### config.mk
export PLATFORM = sky130hd
export DESIGN_NAME = registro_param_flat
export DESIGN_NICKNAME = d
export VERILOG_FILES = /design/src/rtl/registro_param_if.sv /design/src/rtl/registro_param.sv /design/src/flat_wrapper.sv
export SDC_FILE = /design/constraint.sdc
export NUM_CORES = 1
export LEC_CHECK = 0
export CAP_MARGIN = 10
export CORE_ASPECT_RATIO = 1.25
export CORE_MARGIN = 4
export CORE_UTILIZATION = 53
export CTS_CLUSTER_SIZE = 14
export DETAILED_ROUTE_END_ITERATION = 10
export PLACE_DENSITY = 0.82
export SYNTH_ARGS = -nofsm -noshare
export SYNTH_HDL_FRONTEND = slang
export SYNTH_SLANG_ARGS = --single-unit
### constraint.sdc
create_clock -name clk -period 2.4 [get_ports clk]
set_input_delay 0.36 -clock clk [delete_from_list [all_inputs] [get_ports clk]]
set_output_delay 0.36 -clock clk [all_outputs]
set_load 0.1 [all_outputs]
### src/rtl/registro_param_if.sv
// Bundle of the datapath/handshake signals of registro_param.
// The master drives the controls and data; the slave (the register) returns q, s_out, busy and done.
interface registro_param_if #(
    parameter int ANCHO = 8,
    parameter int PASO  = 1
);
    logic             enb;
    logic             dir;
    logic [2:0]       modo;
    logic [PASO-1:0]  s_in;
    logic [ANCHO-1:0] d;
    logic             start;
    logic [ANCHO-1:0] q;
    logic [PASO-1:0]  s_out;
    logic             busy;
    logic             done;

    modport master (
        output enb, dir, modo, s_in, d, start,
        input  q, s_out, busy, done
    );

    modport slave (
        input  enb, dir, modo, s_in, d, start,
        output q, s_out, busy, done
    );
endinterface

### src/rtl/registro_param.sv
// Parametrised shift/rotate/load register with a self-timed burst serializer
// that streams a loaded word out PASO bits per enabled cycle.
module registro_param #(
    parameter int ANCHO = 8,
    parameter int PASO  = 1
) (
    input  logic            clk,
    input  logic            rst,
    registro_param_if.slave bus
);
    localparam int K  = ANCHO / PASO;
    localparam int CW = (K > 2) ? $clog2(K) : 1;
    localparam logic [CW-1:0]    ULTIMO = CW'(K - 1);
    localparam logic [CW-1:0]    UNO    = CW'(1);
    localparam logic [CW-1:0]    CERO_C = CW'(0);
    localparam logic [PASO-1:0]  CERO_P = {PASO{1'b0}};

    typedef enum logic [0:0] {
        INACTIVO  = 1'b0,
        TRANSMITE = 1'b1
    } estado_t;

    estado_t          estado_q, estado_d;
    logic [ANCHO-1:0] q_q, q_d;
    logic [PASO-1:0]  s_out_q, s_out_d;
    logic             busy_q, busy_d;
    logic             done_q, done_d;
    logic [CW-1:0]    cnt_q, cnt_d;
    logic             dir_q, dir_d;

    function automatic logic [ANCHO-1:0] desplaza(input logic [ANCHO-1:0] v,
                                                  input logic             derecha,
                                                  input logic [PASO-1:0]  relleno);
        if (derecha) begin
            desplaza = {relleno, v[ANCHO-1:PASO]};
        end else begin
            desplaza = {v[ANCHO-PASO-1:0], relleno};
        end
    endfunction

    // Chunk that leaves the register when shifting in the given direction.
    function automatic logic [PASO-1:0] saliente(input logic [ANCHO-1:0] v,
                                                 input logic             derecha);
        if (derecha) begin
            saliente = v[PASO-1:0];
        end else begin
            saliente = v[ANCHO-1 -: PASO];
        end
    endfunction

    // Next-state logic for the register, serializer FSM and chunk counter.
    always_comb begin
        estado_d = estado_q;
        q_d      = q_q;
        s_out_d  = CERO_P;
        busy_d   = busy_q;
        done_d   = 1'b0;
        cnt_d    = cnt_q;
        dir_d    = dir_q;
        if (bus.enb) begin
            case (estado_q)
                INACTIVO: begin
                    case (bus.modo)
                        3'b000: begin
                            q_d     = desplaza(q_q, bus.dir, bus.s_in);
                            s_out_d = saliente(q_q, bus.dir);
                        end
                        3'b001: begin
                            q_d = desplaza(q_q, bus.dir, saliente(q_q, bus.dir));
                        end
                        3'b010: begin
                            q_d = bus.d;
                        end
                        3'b011: begin
                            if (bus.dir) begin
                                q_d = desplaza(q_q, 1'b1, {PASO{q_q[ANCHO-1]}});
                            end else begin
                                q_d = desplaza(q_q, 1'b0, CERO_P);
                            end
                            s_out_d = saliente(q_q, bus.dir);
                        end
                        3'b100: begin
                            if (bus.start) begin
                                q_d      = bus.d;
                                dir_d    = bus.dir;
                                cnt_d    = CERO_C;
                                busy_d   = 1'b1;
                                estado_d = TRANSMITE;
                            end else begin
                                q_d = q_q;
                            end
                        end
                        default: begin
                            q_d = q_q;
                        end
                    endcase
                end
                TRANSMITE: begin
                    // Inputs are ignored here; only the latched direction matters.
                    q_d     = desplaza(q_q, dir_q, CERO_P);
                    s_out_d = saliente(q_q, dir_q);
                    if (cnt_q == ULTIMO) begin
                        busy_d   = 1'b0;
                        done_d   = 1'b1;
                        cnt_d    = CERO_C;
                        estado_d = INACTIVO;
                    end else begin
                        cnt_d = cnt_q + UNO;
                    end
                end
                default: begin
                    estado_d = INACTIVO;
                    busy_d   = 1'b0;
                    cnt_d    = CERO_C;
                end
            endcase
        end else begin
            s_out_d = CERO_P;
            done_d  = 1'b0;
        end
    end

    // State registers with synchronous reset taking priority over enable.
    always_ff @(posedge clk) begin
        if (rst) begin
            estado_q <= INACTIVO;
            q_q      <= {ANCHO{1'b0}};
            s_out_q  <= CERO_P;
            busy_q   <= 1'b0;
            done_q   <= 1'b0;
            cnt_q    <= CERO_C;
            dir_q    <= 1'b0;
        end else begin
            estado_q <= estado_d;
            q_q      <= q_d;
            s_out_q  <= s_out_d;
            busy_q   <= busy_d;
            done_q   <= done_d;
            cnt_q    <= cnt_d;
            dir_q    <= dir_d;
        end
    end

    assign bus.q     = q_q;
    assign bus.s_out = s_out_q;
    assign bus.busy  = busy_q;
    assign bus.done  = done_q;
endmodule
### src/flat_wrapper.sv
// flat-port wrapper written by rule: the top's interface ports become plain ports
module registro_param_flat 
#(
    parameter int ANCHO = 8,
    parameter int PASO  = 1
)
  (clk, rst, bus_enb, bus_dir, bus_modo, bus_s_in, bus_d, bus_start, bus_q, bus_s_out, bus_busy, bus_done);
  registro_param_if #(.ANCHO(ANCHO), .PASO(PASO)) bus_i ();
  input  logic clk;
  input  logic rst;
  input wire logic [$bits(bus_i.enb)-1:0] bus_enb;
  input wire logic [$bits(bus_i.dir)-1:0] bus_dir;
  input wire logic [$bits(bus_i.modo)-1:0] bus_modo;
  input wire logic [$bits(bus_i.s_in)-1:0] bus_s_in;
  input wire logic [$bits(bus_i.d)-1:0] bus_d;
  input wire logic [$bits(bus_i.start)-1:0] bus_start;
  output wire logic [$bits(bus_i.q)-1:0] bus_q;
  output wire logic [$bits(bus_i.s_out)-1:0] bus_s_out;
  output wire logic [$bits(bus_i.busy)-1:0] bus_busy;
  output wire logic [$bits(bus_i.done)-1:0] bus_done;
  assign bus_i.enb = bus_enb;
  assign bus_i.dir = bus_dir;
  assign bus_i.modo = bus_modo;
  assign bus_i.s_in = bus_s_in;
  assign bus_i.d = bus_d;
  assign bus_i.start = bus_start;
  assign bus_q = bus_i.q;
  assign bus_s_out = bus_i.s_out;
  assign bus_busy = bus_i.busy;
  assign bus_done = bus_i.done;
  registro_param #(.ANCHO(ANCHO), .PASO(PASO)) u_core (.clk(clk), .rst(rst), .bus(bus_i));
endmodule
==> results_dict.tcl <==
set metrics [dict create \
    cts_setup_buffers 0 \
    ff2ff_setup_slack_ps 980 \
    synth.area.top_cells "dfxtp_1, mux2i_1, o32ai_1, a211o_1, a21oi_1" \
    arrival_ps 1970 \
    end_kind "flop" \
    cts_tree "yes" \
    reg2reg_to "u_core.bus.q[0]" \
    grt_use_total 0.2162 \
    rows 18 \
    hold_depth 2 \
    synth_fp_nets 161 \
    max_freq_ghz 0.5601 \
    grt_max_degree 26 \
    drv_cap 0 \
    worstPathCellList "clkdlybuf4s50_1, xnor2_2, nor2_1, o31ai_1, o211ai_1" \
    drtPass1Iterations 4 \
    coreArea_um2 2027 \
    vias_per_cell 6.410 \
    run_status "finished clean" \
    final_cell_mix "buf_4, clkdlybuf4s50_1, dfxtp_1" \
    diodes 0 \
    cts_hold_buf 0 \
    p_sw_uw 238.7 \
    antenna_found_initial 0 \
    seq_area_frac_synth 0.2750 \
    die_h_um 60.42 \
    p_leak_nw 0.5148 \
    synth_ff_type "dfxtp_1" \
    start_util 0.5747 \
    cp-start-kind "primary input" \
    wire_per_inst_um 16.51 \
    clock-sinks 16 \
    finalHoldViolCount 0 \
    fin_crit_ps 1785 \
    setup_viol 0 \
    period_share 0.7440 \
    grt_pass1_wl_um 5064 \
    power.internal_uw 446.5 \
    dp_cells 179 \
    layout-drive-gt1-share 0.1595 \
    synthCells 142 \
    clock_path_buffers 2 \
    ys_ff_latch 16 \
    tightest_slew_ps 580.1 \
    grt_setup_unrepaired "false" \
    r2r_cells 5 \
    wirelength_um 3021 \
    grt_pass1_vias 1124 \
    grt_overflow_total 0 \
    die_area_um2 3017 \
    ctsHtreeMaxLevel 1 \
    drc 0 \
    clkLatencyLatePin_ps 290 \
    clockPowerShare 0.272 \
    numCtsBuffers 3 \
    combPwrFrac 0.308 \
    critical-path-max-stage-delay_ps 600 \
    syn_area_um2 1165 \
    path_max_fanout 14 \
    cts-root-buf "clkbuf_4" \
    yosysTopAreaCell "dfxtp_1" \
    synth_edf_count 0 \
    yosysTopAreaCellShare 0.2750 \
    place_area_um2 1388 \
    fin_skew_ps 2.755 \
    critPathKind "in -> reg" \
    layout.nets 183 \
    dp_hpwl_um 2109 \
    fin_cells 183 \
    dieWidth_um 49.93 \
    clkTransAtPathRegs_ps 100 \
    cpMaxStageDelayCell "clkdlybuf4s50_1" \
    dr_total_vias 1173 \
    slew_headroom 0.6128 \
    n_fill_cell 162 \
    finalWeightedCongestion 0.8205 \
    cts_resized 0 \
    netSwitchingFraction 0.3484 \
    io_pins 28 \
    hp-start "u_core.bus.busy" \
    port_buffers 27 \
    drt_iter0_markers 38 \
    required_ps 2580 \
    async_flop_share 0 \
    seq_power_share 0.420 \
    final_common_cell "buf_4" \
    area_growth_pct 22.23 \
    min_to "u_core.bus.busy" \
    ant_nets 0 \
    hp-class "reg -> reg" \
    ir_worst_vdd_v 0.0003248 \
    powerDensity_nw_per_um2 481.2 \
    fin_area_um2 1424 \
    slew_viol_final 0 \
    synth_warnings 0 \
    reg2reg_from "u_core.estado_q" \
    avgSynthCellArea_um2 8.203 \
    setup_tns_ps 0 \
    ys_types 44 \
]
## registers in the layout, indices dropped and copies added (netlist names)
signal and cells:
u_core.dir_q 1, u_core.bus.q 8, u_core.bus.s_out 1, u_core.cnt_q 3, u_core.bus.busy 1, u_core.estado_q 1, u_core.bus.done 1
## worst max path at each step
stage	from	to	slack [ps]	cells past startpoint
final	bus_modo[1]	u_core.bus.q[7]	610	5
after global routing	bus_modo[1]	u_core.bus.q[2]	490	5
after CTS	bus_modo[1]	u_core.bus.q[7]	640	5
after detailed placement	bus_modo[1]	u_core.bus.q[7]	330	5
after global placement	bus_modo[1]	u_core.bus.q[4]	390	5
after floorplan	u_core.bus.q[7]	u_core.bus.q[6]	760	3
## power by group through the flow
| stage | registers (mW) | logic [mW] | clock network, mW |
|---|---|---|---|
| after floorplan | 0.349 | 0.100 | 0 |
| after global placement | 0.293 | 0.207 | 0 |
| after detailed placement | 0.294 | 0.210 | 0 |
| after CTS | 0.288 | 0.211 | 0.191 |
| after global routing | 0.289 | 0.227 | 0.203 |
| final | 0.288 | 0.211 | 0.187 |
## routing by layer
layer	part of all wire	global-route usage
met2	0.50	0.3837
met5	0	0
met4	0.011	0.1067
met1	0.42	0.2511
met3	0.067	0.04177
## worst max-delay path: cells and delay by family
family,cells,cell delay (ps)
buffers and inverters,1,600
xor gates and xnor gates,1,510
AOI/OAI and AO/OA,2,390
and+or+nand+nor,1,110
## synthesized netlist by cell type (3+ instances only)
cell type and n:
a211o_1 6, a21oi_1 10, a32oi_1 3, buf_2 6, clkbuf_1 5, dfxtp_1 16
inv_1 7, mux2i_1 8, nand2_1 12, nand2b_1 4, nand3b_1 3, nor2_1 9
o221ai_1 5, o32ai_1 7, or3_1 6
## layout make-up
| class | instances | area [µm²] | area share |
|---|---|---|---|
| tap | 20 | 25.02 | 0.01757 |
| sequential | 16 | 320.3 | 0.2250 |
| clock buffer | 4 | 36.28 | 0.02548 |
| timing repair buffer | 33 | 287.8 | 0.2021 |
| inverter | 7 | 26.28 | 0.01845 |
| multi-input combinational | 103 | 728.2 | 0.5114 |
## logic make-up (layout without fill, tap and decap cells)
group                    Yosys count  in the layout  share of synthesized area
AO/OA/AOI/OAI                     44             44                     0.2847
XOR/XNOR                           2              2                    0.02149
adder cells (fa/ha/maj)            2              2                    0.02148
buffers and inverters             23             44                    0.09989
flip-flops                        16             16                     0.2750
multiplexers                       8              8                    0.06875
AND/OR/NAND/NOR                   47             47                     0.2288
## metrics by stage
step / util / worst slack, ps / hold WS [ps] / total power, mW
global route: 0.7025 / 493.2 / 505.3 / 0.7185
finish: 0.7025 / 614.5 / 462.5 / 0.6852
floorplan: - / 764.2 / 457.8 / 0.4486
detailed placement: 0.6846 / 326.5 / 455.0 / 0.5033
CTS: 0.7025 / 643.1 / 469.4 / 0.6888
global placement: 0.6846 / 388.4 / 448.1 / 0.5005
No activity file was read; power rests on OpenSTA's default activity.
